### src/rtl/xif_core_offloader_if.sv
//------------------------------------------------------------------------------
// xif_core_offloader_if : XIF issue/commit/memory/result bundle between core and coprocessor
// Revision 1.0
//------------------------------------------------------------------------------
`default_nettype none

interface xif_core_offloader_if #(
  parameter int XLEN       = 32,
  parameter int X_ID_WIDTH = 4,
  parameter int X_NUM_RS   = 2
);
  logic                         issue_valid_o;
  logic                         issue_ready_i;
  logic [31:0]                  issue_instr_o;
  logic [X_ID_WIDTH-1:0]        issue_id_o;
  logic [X_NUM_RS*XLEN-1:0]     issue_rs_o;
  logic [X_NUM_RS-1:0]          issue_rs_valid_o;
  logic                         issue_accept_i;

  logic                         commit_valid_o;
  logic [X_ID_WIDTH-1:0]        commit_id_o;
  logic                         commit_kill_o;

  logic                         mem_valid_i;
  logic                         mem_ready_o;
  logic [X_ID_WIDTH-1:0]        mem_id_i;
  logic [XLEN-1:0]              mem_addr_i;
  logic                         mem_we_i;
  logic [XLEN-1:0]              mem_wdata_i;
  logic                         mem_result_valid_o;
  logic [X_ID_WIDTH-1:0]        mem_result_id_o;
  logic [XLEN-1:0]              mem_result_rdata_o;
  logic                         mem_result_err_o;

  logic                         result_valid_i;
  logic                         result_ready_o;
  logic [X_ID_WIDTH-1:0]        result_id_i;
  logic                         result_we_i;
  logic [4:0]                   result_rd_i;
  logic [XLEN-1:0]              result_data_i;

  modport master (
    output issue_valid_o, issue_instr_o, issue_id_o, issue_rs_o, issue_rs_valid_o,
    input  issue_ready_i, issue_accept_i,
    output commit_valid_o, commit_id_o, commit_kill_o,
    input  mem_valid_i, mem_id_i, mem_addr_i, mem_we_i, mem_wdata_i,
    output mem_ready_o, mem_result_valid_o, mem_result_id_o, mem_result_rdata_o, mem_result_err_o,
    input  result_valid_i, result_id_i, result_we_i, result_rd_i, result_data_i,
    output result_ready_o
  );

  modport slave (
    input  issue_valid_o, issue_instr_o, issue_id_o, issue_rs_o, issue_rs_valid_o,
    output issue_ready_i, issue_accept_i,
    input  commit_valid_o, commit_id_o, commit_kill_o,
    output mem_valid_i, mem_id_i, mem_addr_i, mem_we_i, mem_wdata_i,
    input  mem_ready_o, mem_result_valid_o, mem_result_id_o, mem_result_rdata_o, mem_result_err_o,
    output result_valid_i, result_id_i, result_we_i, result_rd_i, result_data_i,
    input  result_ready_o
  );
endinterface

`default_nettype wire

### src/rtl/xif_core_offloader.sv
//------------------------------------------------------------------------------
// xif_core_offloader : XIF initiator with issue/commit sequencing, scratchpad memory and writeback
// Revision 1.0
//------------------------------------------------------------------------------
`default_nettype none

module xif_core_offloader #(
  parameter int XLEN            = 32,
  parameter int X_ID_WIDTH      = 4,
  parameter int X_NUM_RS        = 2,
  parameter int MAX_OUTSTANDING = 4,
  parameter int MEM_WORDS       = 16,
  localparam int OW             = $clog2(MAX_OUTSTANDING + 1)
) (
  input  logic                     clk_i,
  input  logic                     rst_i,
  input  logic                     instr_valid_i,
  output logic                     instr_ready_o,
  input  logic [31:0]              instr_i,
  input  logic [X_NUM_RS*XLEN-1:0] rs_i,
  xif_core_offloader_if.master     xif,
  output logic                     wb_valid_o,
  output logic [4:0]               wb_rd_o,
  output logic [XLEN-1:0]          wb_data_o,
  output logic                     reject_o,
  output logic [OW-1:0]            outstanding_o,
  output logic                     protocol_err_o
);
  localparam int              AW        = $clog2(MEM_WORDS);
  localparam logic [OW-1:0]   MAX_CNT   = OW'(MAX_OUTSTANDING);
  localparam logic [XLEN-1:0] MEM_BYTES = XLEN'(4 * MEM_WORDS);

  logic                     hold_q, hold_d;
  logic [31:0]              instr_q, instr_d;
  logic [X_NUM_RS*XLEN-1:0] rs_q, rs_d;
  logic                     commit_pend_q, commit_pend_d;
  logic                     commit_kill_q, commit_kill_d;
  logic [X_ID_WIDTH-1:0]    commit_id_q, commit_id_d;
  logic [X_ID_WIDTH-1:0]    id_q, id_d;
  logic [OW-1:0]            cnt_q, cnt_d;
  logic                     perr_q, perr_d;
  logic                     wb_valid_q, wb_valid_d;
  logic [4:0]               wb_rd_q, wb_rd_d;
  logic [XLEN-1:0]          wb_data_q, wb_data_d;
  logic                     mres_pend_q, mres_pend_d;
  logic [X_ID_WIDTH-1:0]    mres_id_q, mres_id_d;
  logic [XLEN-1:0]          mres_rdata_q, mres_rdata_d;
  logic                     mres_err_q, mres_err_d;
  logic [XLEN-1:0]          mem_q [MEM_WORDS];

  logic          issue_valid, issue_hs, instr_hs, mem_hs, mem_err, inc, res;
  logic [AW-1:0] mem_idx;
  logic          unused_result_id;

  assign instr_ready_o = ~hold_q;
  assign instr_hs      = instr_valid_i & ~hold_q;
  assign issue_valid   = hold_q & ~commit_pend_q & (cnt_q < MAX_CNT);
  assign issue_hs      = issue_valid & xif.issue_ready_i;
  assign inc           = issue_hs & xif.issue_accept_i;
  assign res           = xif.result_valid_i;
  assign mem_hs        = xif.mem_valid_i & ~mres_pend_q;
  assign mem_idx       = xif.mem_addr_i[2 +: AW];
  assign mem_err       = (xif.mem_addr_i[1:0] != 2'b00) | (xif.mem_addr_i >= MEM_BYTES);
  assign unused_result_id = ^xif.result_id_i;

  assign xif.issue_valid_o      = issue_valid;
  assign xif.issue_instr_o      = instr_q;
  assign xif.issue_id_o         = id_q;
  assign xif.issue_rs_o         = rs_q;
  assign xif.issue_rs_valid_o   = '1;
  assign xif.commit_valid_o     = commit_pend_q;
  assign xif.commit_id_o        = commit_id_q;
  assign xif.commit_kill_o      = commit_kill_q;
  assign xif.mem_ready_o        = ~mres_pend_q;
  assign xif.mem_result_valid_o = mres_pend_q;
  assign xif.mem_result_id_o    = mres_id_q;
  assign xif.mem_result_rdata_o = mres_rdata_q;
  assign xif.mem_result_err_o   = mres_err_q;
  assign xif.result_ready_o     = 1'b1;
  assign wb_valid_o             = wb_valid_q;
  assign wb_rd_o                = wb_rd_q;
  assign wb_data_o              = wb_data_q;
  assign reject_o               = commit_pend_q & commit_kill_q;
  assign outstanding_o          = cnt_q;
  assign protocol_err_o         = perr_q;

  always_comb begin
    hold_d        = hold_q;
    instr_d       = instr_q;
    rs_d          = rs_q;
    commit_pend_d = issue_hs;
    commit_id_d   = commit_id_q;
    commit_kill_d = commit_kill_q;
    id_d          = id_q;
    cnt_d         = cnt_q;
    perr_d        = perr_q | (res & (cnt_q == '0));
    wb_valid_d    = res & xif.result_we_i & (xif.result_rd_i != 5'd0);
    wb_rd_d       = wb_rd_q;
    wb_data_d     = wb_data_q;
    mres_pend_d   = mem_hs;
    mres_id_d     = mres_id_q;
    mres_err_d    = 1'b0;
    mres_rdata_d  = '0;

    if (instr_hs) begin
      hold_d  = 1'b1;
      instr_d = instr_i;
      rs_d    = rs_i;
    end
    if (issue_hs) begin
      hold_d        = 1'b0;
      commit_id_d   = id_q;
      commit_kill_d = ~xif.issue_accept_i;
      id_d          = id_q + X_ID_WIDTH'(1);
    end
    // A result with nothing in flight leaves the count pinned at zero.
    if (inc & ~res)
      cnt_d = cnt_q + OW'(1);
    else if (~inc & res & (cnt_q != '0))
      cnt_d = cnt_q - OW'(1);
    if (wb_valid_d) begin
      wb_rd_d   = xif.result_rd_i;
      wb_data_d = xif.result_data_i;
    end
    if (mem_hs) begin
      mres_id_d  = xif.mem_id_i;
      mres_err_d = mem_err;
      if (~xif.mem_we_i & ~mem_err)
        mres_rdata_d = mem_q[mem_idx];
    end
  end

  always_ff @(posedge clk_i) begin
    if (rst_i) begin
      hold_q        <= 1'b0;
      instr_q       <= '0;
      rs_q          <= '0;
      commit_pend_q <= 1'b0;
      commit_id_q   <= '0;
      commit_kill_q <= 1'b0;
      id_q          <= '0;
      cnt_q         <= '0;
      perr_q        <= 1'b0;
      wb_valid_q    <= 1'b0;
      wb_rd_q       <= '0;
      wb_data_q     <= '0;
      mres_pend_q   <= 1'b0;
      mres_id_q     <= '0;
      mres_rdata_q  <= '0;
      mres_err_q    <= 1'b0;
    end else begin
      hold_q        <= hold_d;
      instr_q       <= instr_d;
      rs_q          <= rs_d;
      commit_pend_q <= commit_pend_d;
      commit_id_q   <= commit_id_d;
      commit_kill_q <= commit_kill_d;
      id_q          <= id_d;
      cnt_q         <= cnt_d;
      perr_q        <= perr_d;
      wb_valid_q    <= wb_valid_d;
      wb_rd_q       <= wb_rd_d;
      wb_data_q     <= wb_data_d;
      mres_pend_q   <= mres_pend_d;
      mres_id_q     <= mres_id_d;
      mres_rdata_q  <= mres_rdata_d;
      mres_err_q    <= mres_err_d;
    end
  end

  // Scratchpad contents survive reset; only the write strobe is gated.
  always_ff @(posedge clk_i) begin
    if (~rst_i & mem_hs & xif.mem_we_i & ~mem_err)
      mem_q[mem_idx] <= xif.mem_wdata_i;
  end

endmodule

`default_nettype wire
### src/flat_wrapper.sv
// flat-port wrapper written by rule: the top's interface ports become plain ports
module xif_core_offloader_flat 
#(
  parameter int XLEN            = 32,
  parameter int X_ID_WIDTH      = 4,
  parameter int X_NUM_RS        = 2,
  parameter int MAX_OUTSTANDING = 4,
  parameter int MEM_WORDS       = 16,
  localparam int OW             = $clog2(MAX_OUTSTANDING + 1)
)
  (clk_i, rst_i, instr_valid_i, instr_ready_o, instr_i, rs_i, wb_valid_o, wb_rd_o, wb_data_o, reject_o, outstanding_o, protocol_err_o, xif_issue_valid_o, xif_issue_instr_o, xif_issue_id_o, xif_issue_rs_o, xif_issue_rs_valid_o, xif_issue_ready_i, xif_issue_accept_i, xif_commit_valid_o, xif_commit_id_o, xif_commit_kill_o, xif_mem_valid_i, xif_mem_id_i, xif_mem_addr_i, xif_mem_we_i, xif_mem_wdata_i, xif_mem_ready_o, xif_mem_result_valid_o, xif_mem_result_id_o, xif_mem_result_rdata_o, xif_mem_result_err_o, xif_result_valid_i, xif_result_id_i, xif_result_we_i, xif_result_rd_i, xif_result_data_i, xif_result_ready_o);
  xif_core_offloader_if #(.XLEN(XLEN), .X_ID_WIDTH(X_ID_WIDTH), .X_NUM_RS(X_NUM_RS)) xif_i ();
  input  logic clk_i;
  input  logic rst_i;
  input  logic instr_valid_i;
  output logic instr_ready_o;
  input  logic [31:0] instr_i;
  input  logic [X_NUM_RS*XLEN-1:0] rs_i;
  output logic wb_valid_o;
  output logic [4:0] wb_rd_o;
  output logic [XLEN-1:0] wb_data_o;
  output logic reject_o;
  output logic [OW-1:0] outstanding_o;
  output logic protocol_err_o;
  output wire logic [$bits(xif_i.issue_valid_o)-1:0] xif_issue_valid_o;
  output wire logic [$bits(xif_i.issue_instr_o)-1:0] xif_issue_instr_o;
  output wire logic [$bits(xif_i.issue_id_o)-1:0] xif_issue_id_o;
  output wire logic [$bits(xif_i.issue_rs_o)-1:0] xif_issue_rs_o;
  output wire logic [$bits(xif_i.issue_rs_valid_o)-1:0] xif_issue_rs_valid_o;
  input wire logic [$bits(xif_i.issue_ready_i)-1:0] xif_issue_ready_i;
  input wire logic [$bits(xif_i.issue_accept_i)-1:0] xif_issue_accept_i;
  output wire logic [$bits(xif_i.commit_valid_o)-1:0] xif_commit_valid_o;
  output wire logic [$bits(xif_i.commit_id_o)-1:0] xif_commit_id_o;
  output wire logic [$bits(xif_i.commit_kill_o)-1:0] xif_commit_kill_o;
  input wire logic [$bits(xif_i.mem_valid_i)-1:0] xif_mem_valid_i;
  input wire logic [$bits(xif_i.mem_id_i)-1:0] xif_mem_id_i;
  input wire logic [$bits(xif_i.mem_addr_i)-1:0] xif_mem_addr_i;
  input wire logic [$bits(xif_i.mem_we_i)-1:0] xif_mem_we_i;
  input wire logic [$bits(xif_i.mem_wdata_i)-1:0] xif_mem_wdata_i;
  output wire logic [$bits(xif_i.mem_ready_o)-1:0] xif_mem_ready_o;
  output wire logic [$bits(xif_i.mem_result_valid_o)-1:0] xif_mem_result_valid_o;
  output wire logic [$bits(xif_i.mem_result_id_o)-1:0] xif_mem_result_id_o;
  output wire logic [$bits(xif_i.mem_result_rdata_o)-1:0] xif_mem_result_rdata_o;
  output wire logic [$bits(xif_i.mem_result_err_o)-1:0] xif_mem_result_err_o;
  input wire logic [$bits(xif_i.result_valid_i)-1:0] xif_result_valid_i;
  input wire logic [$bits(xif_i.result_id_i)-1:0] xif_result_id_i;
  input wire logic [$bits(xif_i.result_we_i)-1:0] xif_result_we_i;
  input wire logic [$bits(xif_i.result_rd_i)-1:0] xif_result_rd_i;
  input wire logic [$bits(xif_i.result_data_i)-1:0] xif_result_data_i;
  output wire logic [$bits(xif_i.result_ready_o)-1:0] xif_result_ready_o;
  assign xif_issue_valid_o = xif_i.issue_valid_o;
  assign xif_issue_instr_o = xif_i.issue_instr_o;
  assign xif_issue_id_o = xif_i.issue_id_o;
  assign xif_issue_rs_o = xif_i.issue_rs_o;
  assign xif_issue_rs_valid_o = xif_i.issue_rs_valid_o;
  assign xif_i.issue_ready_i = xif_issue_ready_i;
  assign xif_i.issue_accept_i = xif_issue_accept_i;
  assign xif_commit_valid_o = xif_i.commit_valid_o;
  assign xif_commit_id_o = xif_i.commit_id_o;
  assign xif_commit_kill_o = xif_i.commit_kill_o;
  assign xif_i.mem_valid_i = xif_mem_valid_i;
  assign xif_i.mem_id_i = xif_mem_id_i;
  assign xif_i.mem_addr_i = xif_mem_addr_i;
  assign xif_i.mem_we_i = xif_mem_we_i;
  assign xif_i.mem_wdata_i = xif_mem_wdata_i;
  assign xif_mem_ready_o = xif_i.mem_ready_o;
  assign xif_mem_result_valid_o = xif_i.mem_result_valid_o;
  assign xif_mem_result_id_o = xif_i.mem_result_id_o;
  assign xif_mem_result_rdata_o = xif_i.mem_result_rdata_o;
  assign xif_mem_result_err_o = xif_i.mem_result_err_o;
  assign xif_i.result_valid_i = xif_result_valid_i;
  assign xif_i.result_id_i = xif_result_id_i;
  assign xif_i.result_we_i = xif_result_we_i;
  assign xif_i.result_rd_i = xif_result_rd_i;
  assign xif_i.result_data_i = xif_result_data_i;
  assign xif_result_ready_o = xif_i.result_ready_o;
  xif_core_offloader #(.XLEN(XLEN), .X_ID_WIDTH(X_ID_WIDTH), .X_NUM_RS(X_NUM_RS), .MAX_OUTSTANDING(MAX_OUTSTANDING), .MEM_WORDS(MEM_WORDS)) u_core (.clk_i(clk_i), .rst_i(rst_i), .instr_valid_i(instr_valid_i), .instr_ready_o(instr_ready_o), .instr_i(instr_i), .rs_i(rs_i), .xif(xif_i), .wb_valid_o(wb_valid_o), .wb_rd_o(wb_rd_o), .wb_data_o(wb_data_o), .reject_o(reject_o), .outstanding_o(outstanding_o), .protocol_err_o(protocol_err_o));
endmodule
### config.mk
export PLATFORM = sky130hd
export DESIGN_NAME = xif_core_offloader_flat
export DESIGN_NICKNAME = d
export VERILOG_FILES = /design/src/rtl/xif_core_offloader_if.sv /design/src/rtl/xif_core_offloader.sv /design/src/flat_wrapper.sv
export SDC_FILE = /design/constraint.sdc
export NUM_CORES = 1
export LEC_CHECK = 0
export ABC_AREA = 1
export CELL_PAD_IN_SITES_DETAIL_PLACEMENT = 0
export CELL_PAD_IN_SITES_GLOBAL_PLACEMENT = 1
export CORE_MARGIN = 2
export CORE_UTILIZATION = 45
export DETAILED_ROUTE_END_ITERATION = 8
export DONT_BUFFER_PORTS = 1
export HOLD_SLACK_MARGIN = 0.1
export MAX_ROUTING_LAYER = met4
export PLACE_DENSITY = 0.72
export SLEW_MARGIN = 20
export SYNTH_ARGS = -nofsm -noshare
export SYNTH_HDL_FRONTEND = slang
export SYNTH_SLANG_ARGS = --single-unit
### constraint.sdc
create_clock -name clk_i -period 3.1 [get_ports clk_i]
set_input_delay 0.155 -clock clk_i [delete_from_list [all_inputs] [get_ports clk_i]]
set_output_delay 0.155 -clock clk_i [all_outputs]
set_load 0.01 [all_outputs]
==> results.json, run 1 <==
{
  "status": "completed",
  "holdCritStartpoint": "xif_mem_addr_i[2]",
  "grt_usage_pct": 23.96,
  "gp_congestion": 0.7731,
  "finalHoldViolCount": 0,
  "fp.dieH_um": 251.0,
  "cts_tree": "yes",
  "dr_wl_met3_um": 5945,
  "reg2reg_to": "u_core.mem_q[2][26]$_DFFE_PP_",
  "grt_max_degree": 188,
  "synth_cell_types": 27,
  "min_delay_worst_endpoint": "u_core.xif.mem_result_rdata_o[8]$_SDFF_PP0_",
  "worstHoldPathCells": 8,
  "r2r_slack_ns": 0.19,
  "path_clk_slew_ns": 0.06,
  "grt_pass1_wl_um": 111400,
  "insertion_delay_ns": 0.61,
  "clock-sinks": 699,
  "r2r_start": "u_core.xif.mem_result_valid_o$_SDFF_PP0_",
  "rsz0062_at_grt": "false",
  "vdd_ir_drop_max_uv": 489.1,
  "place_hpwl_um": 40340,
  "drive_gt1_share_pct": 6.350,
  "grt_overflow": 0,
  "dieArea_mm2": 0.06300,
  "yosysTopAreaCell": "edfxtp_1",
  "port-buffer-count": 0,
  "top_layer": "met4",
  "drc": 0,
  "area_growth_pct": 19.46,
  "setup_viol": 0,
  "setup_tns_ns": 0,
  "rows": 90,
  "hp-class": "input pin to flip-flop",
  "wl_per_cell_um": 20.05,
  "numCtsBuffers": 74,
  "route.met2.wl_um": 36440,
  "ys.flop_type": "edfxtp_1",
  "drv_cap": 0,
  "postSynthAreaPerCell_um2": 10.12,
  "synth-seq-cells": 699,
  "clock_skew_ns": 0.03122,
  "cp.arrival_ns": 3.19,
  "finalCritPeriodShare_pct": 93.73,
  "synth_common_cells": "736 x nand2_1, 512 x edfxtp_1, 410 x nor2_1",
  "layout_min_cycle_time_ns": 2.906,
  "power.switching_mw": 4.582,
  "path_class": "flip-flop to flip-flop",
  "htree_levels": 3,
  "m1WireLength_um": 29740,
  "wirelength_um": 74920,
  "syn_area_mm2": 0.02746,
  "core_area_mm2": 0.06036,
  "synthTopCellsByArea": "edfxtp_1 56%, dfxtp_1 14%, nand2_1 10%, nor2_1 5.6%, o21ai_0 4.5%",
  "dieWidth_um": 251.0,
  "drt-pass1-iter-count": 6,
  "yosysSeqAreaShare_pct": 69.63,
  "reg2reg_depth": 6,
  "pwr_density_cell_mw_per_mm2": 622.5,
  "leakagePower_nw": 13.11,
  "drtIter0Drc": 1617,
  "grt_pass1_vias": 18550,
  "synth_top_area_share_pct": 56.00,
  "start_util_pct": 45.49,
  "synthArstFlopShare_pct": 0,
  "fmax_mhz": 344.1,
  "path_max_fanout": 24,
  "slew_violations": 0,
  "worst_setup_path_start_kind": "flip-flop",
  "synth.most_common_cell": "nand2_1",
  "internal_power_mw": 15.84,
  "worst_pin_slew_ns": 1.087,
  "ioPinCount": 407,
  "hold_slack_ns": 0.1250,
  "power.share.clock_pct": 42.5,
  "via_count": 19140,
  "layout.nets": 3106,
  "switching_share_pct": 22.44,
  "antenna_found_initial": 11,
  "viasPerCell": 5.122,
  "clock-root-buffer": "clkbuf_16",
  "antenna_left": 0,
  "clockBufferDepth": 3,
  "slew_headroom_pct": 27.56,
  "synth-edff-count": 512,
  "required_ns": 3.39,
  "synthesis.instances": 2712,
  "end_kind": "flip-flop",
  "p_comb_share_pct": 6.4,
  "yosysWarnings": 0,
  "p_seq_share_pct": 51.2
}
==> cell usage in the layout (no fill, tap or decap), types with 2 or more instances in the layout <==
master and instances:
a21oi_1 46, buf_12 8, buf_16 3, buf_4 37
bufinv_16 6, clkbuf_1 12, clkbuf_16 76, clkbuf_8 8
clkinv_1 11, clkinv_2 15, conb_1 3, dfxtp_1 185
dfxtp_2 2, diode_2 9, dlygate4sd3_1 195, edfxtp_1 512
inv_1 247, inv_2 3, nand2_1 736, nand3_1 77
nand4_1 6, nor2_1 389, nor2_4 21, o21ai_0 245
o21ai_1 88
==> sequential cells by signal (all words and copies together), names as in the netlist, 3 cells and up <==
name	flops
u_core.wb_rd_o	5
u_core.xif.issue_rs_o	64
u_core.mem_q	512
u_core.xif.issue_instr_o	32
u_core.xif.mem_result_id_o	4
u_core.xif.mem_result_rdata_o	32
u_core.xif.commit_id_o	4
u_core.wb_data_o	32
u_core.outstanding_o	3
u_core.xif.issue_id_o	4
==> power by group through the flow <==
| stage | logic (mW) | registers (mW) | clock network [mW] |
|---|---|---|---|
| after floorplan | 0.754 | 10.6 | 0 |
| after global placement | 0.846 | 10.6 | 0 |
| after detailed placement | 0.867 | 10.6 | 0 |
| after CTS | 1.30 | 10.4 | 8.86 |
| after global routing | 1.46 | 10.5 | 9.20 |
| final | 1.30 | 10.4 | 8.67 |
==> metal layers <==
layer / track usage [%] / vias to the layer above
met5: - / -
met4: 9.150 / 0
met3: 5.767 / 155
met2: 39.49 / 731
met1: 28.57 / 9059
li1: - / 9192
==> cells by family (layout without fill, tap and decap cells) <==
family                   after synthesis  count (layout)  synth area share [%]
XOR/XNOR                               1               1               0.03191
other                                  1              12               0.01366
flip-flops                           699             699                 69.63
buffers and inverters                395             626                 5.947
adder cells (fa/ha/maj)                2               2                0.1185
AND/OR/NAND/NOR                     1235            1235                 17.35
AO/OA/AOI/OAI                        379             379                 6.909
==> through the flow <==
step                      setup slack [ns]  cell area, um^2  util, %  power (mW)  cells
after floorplan                     0.2968            27460        -       11.33   2714
after global placement              0.2843            28330    46.94       11.48   3397
after detailed placement            0.2654            28330    46.94       11.50   3397
after CTS                           0.1101            32770    54.29       20.60   3727
after global routing               0.05818            32800    54.34       21.12   3736
final                               0.1943            32800    54.34       20.42   3736
==> worst max path at each step <==
stage | start | to | slack [ns] | cells past startpoint
after global routing | u_core.outstanding_o[2]$_SDFFE_PP0P_ | u_core.outstanding_o[0]$_SDFFE_PP0P_ | 0.06 | 10
final | u_core.xif.mem_result_valid_o$_SDFF_PP0_ | u_core.mem_q[2][26]$_DFFE_PP_ | 0.19 | 6
after CTS | u_core.outstanding_o[2]$_SDFFE_PP0P_ | u_core.outstanding_o[0]$_SDFFE_PP0P_ | 0.11 | 10
after detailed placement | u_core.xif.mem_result_valid_o$_SDFF_PP0_ | u_core.mem_q[2][19]$_DFFE_PP_ | 0.27 | 6
after global placement | u_core.xif.mem_result_valid_o$_SDFF_PP0_ | u_core.mem_q[3][20]$_DFFE_PP_ | 0.28 | 6
after floorplan | u_core.xif.mem_result_valid_o$_SDFF_PP0_ | u_core.mem_q[0][0]$_DFFE_PP_ | 0.30 | 5
==> repair_timing <==
| item | 4_1_cts | 5_1_grt |
|---|---|---|
| hold buffers | 199 | 0 |
| resized for setup | 0 | 4 |
| setup buffers | 0 | 0 |
| endpoints found under the setup margin | 0 | 4 |
| endpoints found under the hold margin | 735 | 0 |
==> critical path, cell delays in order (launching register included) <==
cell     delay [ns]
dfxtp_1        0.34
inv_1          0.13
nand2_1        0.09
nor2_1         0.67
nand4_1        0.60
nor2_4         0.45
buf_12         0.28
==> final cells by class <==
cell class / count / area, um^2
multi-input combinational: 1620 / 6869
clock inverter: 35 / 326.6
tap: 782 / 978.4
clock buffer: 96 / 2057
antenna: 9 / 22.52
fill: 5152 / 27560
inverter: 252 / 952.2
sequential: 699 / 19120
timing repair buffer: 243 / 2472
Power figures use the tool's default switching activity.
==> run 2, diff against run 1 <==
Settings changed: CORE_MARGIN 2 to 8.
==> run 2 against run 1 <==
Effect of this change:
- first-iteration DRC count shrank 8.5%
- combinational power shrank 3%
- hold slack lost 0.0049 ns
- count of clock-buffer cells in the layout grew 17
- critical path depth is the same
- critical endpoint is now u_core.mem_q[15][15]$_DFFE_PP_
==> results.json, run 2 (same netlist as run 1, synthesis figures left out) <==
{
  "status": "completed",
  "core_area_mm2": 0.06036,
  "place_area_mm2": 0.02834,
  "antenna_left": 0,
  "slew_headroom_pct": 40.84,
  "viasPerCell": 5.160,
  "p_seq_share_pct": 51.6,
  "internal_power_mw": 15.66,
  "power.share.clock_pct": 42.2,
  "drc": 0,
  "required_ns": 3.32,
  "vdd_ir_drop_max_uv": 526.1,
  "ioPinCount": 407,
  "rsz0062_at_grt": "false",
  "multiInputGateArea_mm2": 0.006869,
  "timing.critical_path.to": "u_core.mem_q[15][15]$_DFFE_PP_",
  "layout_min_cycle_time_ns": 2.802,
  "clockBufferDepth": 3,
  "insertion_delay_ns": 0.59,
  "reg2reg_depth": 6,
  "route.met2.wl_um": 37580,
  "slowest_delay_ns": 0.57,
  "postCtsSetupRepairBufs": 0,
  "cp.arrival_ns": 3.02,
  "grt_pass1_vias": 18850,
  "dieWidth_um": 263.0,
  "cts_resized": 0,
  "dieArea_mm2": 0.06917,
  "clock_skew_ns": 0.01470,
  "reg2reg_to": "u_core.mem_q[15][15]$_DFFE_PP_",
  "setup_tns_ns": 0,
  "setup_viol": 0,
  "path_clk_slew_ns": 0.05,
  "p_comb_share_pct": 6.2,
  "end_kind": "flip-flop",
  "clock-sinks": 699,
  "r2r_slack_ns": 0.30,
  "path_max_fanout": 23,
  "r2r_start": "u_core.xif.mem_result_valid_o$_SDFF_PP0_",
  "critical_path_depth": 6,
  "slew_violations": 0,
  "hold_slack_ns": 0.1201,
  "cpMaxStageDelayCell": "nor2_1",
  "grt_max_degree": 252,
  "crit_chain": "inv_1, nand2_1, nor2_1, nand4_1, nor2_4, buf_4",
  "drt-pass1-iter-count": 5,
  "cts_tree": "yes",
  "wirelength_um": 75470,
  "worst_setup_path_start_kind": "flip-flop",
  "path_class": "flip-flop to flip-flop",
  "dr_wl_met3_um": 5166,
  "fp.dieH_um": 263.0,
  "fin_util_pct": 54.09,
  "leakagePower_nw": 13.08,
  "layout.nets": 3109,
  "layout_common_cells": "736 x nand2_1, 512 x edfxtp_1, 389 x nor2_1",
  "top_layer": "met4",
  "switching_share_pct": 22.69,
  "pwr_density_cell_mw_per_mm2": 620.3,
  "critPathBufInv": 2,
  "grt_overflow": 0,
  "postLayoutCellArea_mm2": 0.03265,
  "m1WireLength_um": 31010,
  "register_area_mm2": 0.01912,
  "antenna_found_initial": 5,
  "numCtsBuffers": 77,
  "drtIter0Drc": 1479,
  "rows": 90,
  "place_hpwl_um": 42720,
  "power.switching_mw": 4.596,
  "fillCellCount": 5106,
  "port-buffer-count": 0,
  "final_common_cell": "nand2_1",
  "gp_congestion": 0.7790,
  "wl_per_cell_um": 20.19,
  "crit_path_start": "u_core.xif.mem_result_valid_o$_SDFF_PP0_",
  "hp-class": "input pin to flip-flop",
  "finalHoldViolCount": 0,
  "path_delay_family": "simple AND/OR/NAND/NOR gates",
  "drv_cap": 0,
  "top_register": "u_core.mem_q",
  "grt_pass1_wl_um": 114000,
  "area_growth_pct": 18.92,
  "worst_pin_slew_ns": 0.8861,
  "largest_register_ffs": 512,
  "htree_levels": 3,
  "clock-root-buffer": "clkbuf_16",
  "fmax_mhz": 356.9,
  "via_count": 19290,
  "start_util_pct": 45.49,
  "finalCritPeriodShare_pct": 90.39,
  "grt_usage_pct": 21.68,
  "drive_gt1_share_pct": 6.508
}
run 2: what timing repair did:
action                                 in CTS  in global routing
setup endpoints to repair                   0                  0
endpoints found under the hold margin     698                  0
hold buffers                              190                  0
run 2: worst min-delay path by stage:
stage,from,to,slack (ns),cells past startpoint
4_1_cts,xif_mem_addr_i[2],u_core.xif.mem_result_rdata_o[23]$_SDFF_PP0_,0.10,7
2_1_floorplan,xif_issue_accept_i,u_core.xif.commit_kill_o$_SDFFE_PP0N_,0.25,1
5_1_grt,xif_mem_addr_i[2],u_core.xif.mem_result_rdata_o[19]$_SDFF_PP0_,0.13,8
3_3_place_gp,rst_i,u_core.xif.issue_id_o[3]$_SDFFE_PP0N_,0.23,1
6_report,xif_mem_addr_i[2],u_core.xif.mem_result_rdata_o[13]$_SDFF_PP0_,0.12,8
3_5_place_dp,rst_i,u_core.protocol_err_o$_SDFF_PP0_,0.23,1
run 2: layout make-up:
type,count,area share (%)
repair buffers,243,7.227
clock buffers,113,6.748
flip-flops and latches,699,58.56
well taps,782,2.997
inverters,252,2.905
clock inverters,23,0.4752
diodes,7,0.05365
multi-input cells,1620,21.04
run 2: stage by stage:
stage	setup WS, ns	cells	total power, mW
after floorplan	0.2968	2714	11.33
after global placement	0.3011	3406	11.49
after detailed placement	0.2539	3406	11.52
after CTS	0.2629	3732	20.46
after global routing	0.06192	3737	20.97
final	0.2980	3739	20.25
run 2: worst register-to-register path: stages, from the launching register on:
cell and delay, ns:
dfxtp_1 0.35, inv_1 0.14, nand2_1 0.09, nor2_1 0.57, nand4_1 0.55, nor2_4 0.22, buf_4 0.48
run 2: power by group through the flow:
stage / sequential [mW] / combinational [mW] / clock [mW]
3_5_place_dp: 10.6 / 0.875 / 0
6_report: 10.5 / 1.26 / 8.54
2_1_floorplan: 10.6 / 0.754 / 0
4_1_cts: 10.4 / 1.26 / 8.75
5_1_grt: 10.5 / 1.42 / 9.09
3_3_place_gp: 10.6 / 0.847 / 0
run 2: metal layers:
layer	vias to the layer above	track usage, %
li1	9197	-
met1	9289	26.34
met2	681	36.59
met3	126	4.838
met4	0	5.605
met5	-	-
